[config.mk]
export PLATFORM = sky130hd
export DESIGN_NAME = pc_branch_unit
export DESIGN_NICKNAME = d
export VERILOG_FILES = /design/src/rtl/pc_branch_unit.sv
export SDC_FILE = /design/constraint.sdc
export NUM_CORES = 1
export LEC_CHECK = 0
export BUFFER_PORTS_ARGS = -buffer_cell sky130_fd_sc_hd__buf_2
export CAP_MARGIN = 20
export CORE_MARGIN = 2
export CORE_UTILIZATION = 58
export DETAILED_ROUTE_END_ITERATION = 8
export PLACE_DENSITY = 0.94
export SETUP_SLACK_MARGIN = 0.5
export SLEW_MARGIN = 5
export SYNTH_ARGS = -nofsm -noshare
export SYNTH_HDL_FRONTEND = slang
export SYNTH_SLANG_ARGS = --single-unit
export TNS_END_PERCENT = 10
[constraint.sdc]
create_clock -name clk -period 6.3 [get_ports clk]
set_input_delay 1.26 -clock clk [delete_from_list [all_inputs] [get_ports clk]]
set_output_delay 1.26 -clock clk [all_outputs]
set_load 0.03 [all_outputs]
[src/rtl/pc_branch_unit.sv]
// pc_branch_unit: PC register with branch/jump resolution, misaligned-target trap FSM and stall hold
module pc_branch_unit #(
  parameter int XLEN = 32,
  parameter logic [XLEN-1:0] RESET_VEC = 32'h0000_0000,
  parameter logic [XLEN-1:0] TRAP_VEC = 32'h0000_0100
) (
  input  logic            clk,
  input  logic            reset,
  input  logic            stall,
  input  logic            branch,
  input  logic            jump,
  input  logic            jalr,
  input  logic [2:0]      funct3,
  input  logic            alu_zero,
  input  logic            alu_less_than,
  input  logic [XLEN-1:0] rs1_data,
  input  logic [XLEN-1:0] rs2_data,
  input  logic [XLEN-1:0] imm_ext,
  input  logic            trap_ack,
  output logic [XLEN-1:0] pc,
  output logic [XLEN-1:0] pc_plus4,
  output logic [XLEN-1:0] pc_target,
  output logic            taken,
  output logic            misaligned,
  output logic [XLEN-1:0] epc
);
  typedef enum logic {RUN, TRAP} state_t;
  state_t state, state_nxt;
  logic [XLEN-1:0] pc_nxt, epc_nxt;
  logic ltu, cond, fault;
  always_comb begin
    pc_plus4 = pc + XLEN'(4);
    pc_target = jalr ? (rs1_data + imm_ext) & ~XLEN'(1) : pc + imm_ext;
    ltu = rs1_data < rs2_data;
    case (funct3)
      3'b000:  cond = alu_zero;
      3'b001:  cond = ~alu_zero;
      3'b100:  cond = alu_less_than;
      3'b101:  cond = ~alu_less_than;
      3'b110:  cond = ltu;
      3'b111:  cond = ~ltu;
      default: cond = 1'b0;
    endcase
    taken = jump | jalr | (branch & cond);
    fault = taken & (pc_target[1:0] != 2'b00);
  end
  always_comb begin
    state_nxt = state;
    pc_nxt = pc;
    epc_nxt = epc;
    if (state == RUN && !stall) begin
      state_nxt = fault ? TRAP : RUN;
      pc_nxt = fault ? TRAP_VEC : taken ? pc_target : pc_plus4;
      epc_nxt = fault ? pc : epc;
    end else if (state == TRAP && trap_ack) begin
      state_nxt = RUN;
    end
  end
  always_ff @(posedge clk) begin
    if (reset) begin
      state <= RUN;
      pc <= RESET_VEC;
      epc <= '0;
    end else begin
      state <= state_nxt;
      pc <= pc_nxt;
      epc <= epc_nxt;
    end
  end
  assign misaligned = (state == TRAP);
endmodule
==> impl_metrics.env <==
export IMPL_die_h_um=120
export IMPL_fin_area_sq_um=9210
export IMPL_ant_nets=0
export IMPL_arrival_ns=4.25
export IMPL_cap_violations=0
export IMPL_gr_total_overflow=0
export IMPL_dp_hpwl_um=19000
export IMPL_async_flop_share_pct=0
export IMPL_cts_tree="yes"
export IMPL_fmax_mhz=181
export IMPL_max_clock_path_buffers=2
export IMPL_grt_pass1_wl_um=37600
export IMPL_syn_num_nets=1203
export IMPL_n_fill_cell=1115
export IMPL_htree_levels=3
export IMPL_coreArea_sq_um=13100
export IMPL_synth_seq_cells=65
export IMPL_hold_class="reg -> reg"
export IMPL_drt_initial_drc_count=616
export IMPL_area_growth_pct=18.7
export IMPL_setup_violations=0
export IMPL_drt_first_pass_iters=5
export IMPL_tritoncts_num_sinks=65
export IMPL_dieArea_sq_um=14300
export IMPL_cts_made_buffers=9
export IMPL_clk_pin_slew_ns=0.05
export IMPL_ys_types=93
export IMPL_busiest_layer="met2"
export IMPL_pin_count=238
export IMPL_first_global_vias=7945
export IMPL_synth_edf_count=0
export IMPL_hold_viol=0
export IMPL_crit_type="in -> out"
export IMPL_rsz0062_at_grt="false"
export IMPL_avgSynthCellArea_sq_um=7.76
export IMPL_fp_row_count=42
export IMPL_end_kind="output pin"
export IMPL_synth_seq_area_share_pct=16.8
export IMPL_place_area_sq_um=8910
export IMPL_place_congestion=0.978
export IMPL_layout_nets=1419
export IMPL_max_slew_margin_rel_pct=34.9
export IMPL_required_ns=5.04
export IMPL_grt_use_met2_pct=56.9
export IMPL_leakage_nw=4.75
export IMPL_antenna_found_initial=0
export IMPL_start_util_pct=59.0
export IMPL_drt_wl_total_um=24000
export IMPL_drive_above_1_share_pct=24.2
export IMPL_period_share_pct=87.5
export IMPL_synth_ff_type="dfxtp_1"
export IMPL_worstSetupStartpointType="input pin"
export IMPL_drc=0
export IMPL_num_vias=8536
export IMPL_syn_area_sq_um=7760
export IMPL_wl_per_cell_um=17.2
export IMPL_diodes=0
export IMPL_fin_crit_ns=5.51
export IMPL_synth_cells=1000
export IMPL_gr_usage_met1_pct=37.3
export IMPL_portBuffers=237
export IMPL_synth_warnings=0
export IMPL_power_per_cell_area_nw_per_um2=213
export IMPL_outcome="finished clean"
export IMPL_grt_max_degree=68
export IMPL_cts_setup_buffers=0
export IMPL_die_width_um=120
export IMPL_worst_pin_slew_ns=0.976
export IMPL_cts_root_buf="clkbuf_16"
export IMPL_tns_ns=0
export IMPL_clock_latency_ns=0.33
export IMPL_use_met3_pct=7.13
export IMPL_viasPerCell=6.11
export IMPL_timing_final_max_slew_violations=0
export IMPL_r2r_slack_ns=2.99
export IMPL_cp_max_fo=5
export IMPL_track_usage_pct=32.4
export IMPL_ir_drop_v=0.000237
export IMPL_clock_skew_ns=0.00460
export IMPL_hold_ws_ns=0.488
worst max-delay path, cell delays in order:
cell and delay, ns:
buf_2 0.11, ha_1 0.22, fa_1 0.42, a21oi_1 0.19, o21ai_1 0.11, a41oi_1 0.37, o31ai_2 0.17, a41o_1 0.31
a31oi_2 0.28, o21ai_0 0.17, xor2_1 0.16, mux2i_1 0.22, inv_1 0.07, buf_2 0.18
cell families after synthesis:
family,after synthesis,synth area share [%]
AND/OR/NAND/NOR,325,20.2
buffers and inverters,99,6.76
adder cells (fa/ha/maj),95,15.5
multiplexers,43,5.76
XOR/XNOR,80,9.03
AO/OA/AOI/OAI,293,25.9
flip-flops,65,16.8
cell type report:
| type | instances | area (sq um) | share of cell area (%) |
|---|---|---|---|
| Clock buffer | 13 | 250 | 2.72 |
| Clock inverter | 3 | 40.0 | 0.435 |
| Inverter | 63 | 236 | 2.57 |
| Multi-Input combinational cell | 836 | 5940 | 64.5 |
| Sequential cell | 65 | 1300 | 14.1 |
| Tap cell | 176 | 220 | 2.39 |
| Timing Repair Buffer | 241 | 1220 | 13.2 |
report_power, final:
group / internal (mW) / switching, mW / total [mW]
logic: 0.351 / 0.631 / 0.982
clock network: 0.316 / 0.174 / 0.490
registers: 0.438 / 0.0522 / 0.491
total: 1.11 / 0.857 / 1.96
sequential cells by signal, summed over array words and instances, names as in the netlist:
signal / flops
epc: 32
pc: 32
misaligned: 1
routing by layer:
metal,wire length (um),up-vias
li1,-,4091
met1,9290,3938
met3,2060,74
met5,0,-
met2,11500,433
met4,1140,0
cells in the mapped netlist (3+ instances only):
| library cell | number | area share [%] |
|---|---|---|
| or2_2 | 4 | 0.32 |
| nand4_1 | 18 | 1.5 |
| o31ai_1 | 4 | 0.39 |
| nand3_1 | 26 | 1.7 |
| dfxtp_1 | 65 | 17 |
| nor4_1 | 5 | 0.40 |
| nor3b_1 | 4 | 0.39 |
| nor3_1 | 26 | 1.7 |
| buf_4 | 4 | 0.39 |
| nand2b_1 | 10 | 0.81 |
| o211ai_1 | 7 | 0.68 |
| a21o_1 | 39 | 3.8 |
| a31oi_1 | 7 | 0.56 |
| a311oi_1 | 8 | 0.90 |
| buf_12 | 3 | 0.77 |
| xnor2_1 | 50 | 5.6 |
| nor2_1 | 110 | 5.3 |
| nand2_1 | 71 | 3.4 |
| o21ai_1 | 4 | 0.26 |
| mux2i_1 | 39 | 5.0 |
| buf_6 | 4 | 0.58 |
| o2bb2ai_1 | 6 | 0.68 |
| clkbuf_1 | 15 | 0.73 |
| nor2b_1 | 9 | 0.73 |
| o21ai_0 | 47 | 3.0 |
| mux2_2 | 3 | 0.44 |
| a21oi_1 | 88 | 5.7 |
| and3_1 | 8 | 0.65 |
| xor2_1 | 30 | 3.4 |
| ha_1 | 93 | 15 |
| clkbuf_8 | 5 | 0.89 |
| or3_1 | 6 | 0.48 |
| and2_1 | 6 | 0.48 |
| o21a_1 | 7 | 0.68 |
| o31a_1 | 3 | 0.34 |
| inv_1 | 61 | 3.0 |
| a211oi_1 | 11 | 1.1 |
| o21bai_1 | 10 | 0.97 |
| a221oi_1 | 15 | 1.7 |
what timing repair did:
| action | 4_1_cts | 5_1_grt |
|---|---|---|
| setup endpoints to repair | 0 | 1 |
| gates resized for setup | 0 | 1 |
| hold buffers | 0 | 0 |
through the flow:
stage               utilization, %  cells  setup slack, ns  power [mW]
finish                        70.1   1397            0.788        1.96
floorplan                        -   1000             1.01        1.20
global route                  70.1   1397            0.600        2.06
global placement              67.8   1381            0.783        1.44
CTS                           70.0   1397            0.714        1.95
detailed placement            67.8   1381            0.736        1.46
placed cells by master (no fill, tap or decap), types with 18 or more instances in the layout:
cell type	Yosys	final
buf_2	2	237
nor2_1	110	109
ha_1	93	93
a21oi_1	88	88
nand2_1	71	71
dfxtp_1	65	65
inv_1	61	61
xnor2_1	50	50
o21ai_0	47	47
a21o_1	39	39
mux2i_1	39	39
xor2_1	30	30
nand3_1	26	26
nor3_1	26	26
nand4_1	18	18
worst paths after layout:
path              depth (start not counted)                   to                start
hold / removal                            2  epc[8]$_SDFFE_PP0P_  epc[8]$_SDFFE_PP0P_
setup reg to reg                         12  pc[22]$_SDFFE_PP0P_   pc[0]$_SDFFE_PP0P_
setup / recovery                         14        pc_target[26]           imm_ext[0]
hold reg to reg                           2  epc[8]$_SDFFE_PP0P_  epc[8]$_SDFFE_PP0P_
(Power assumes the default switching activity.)
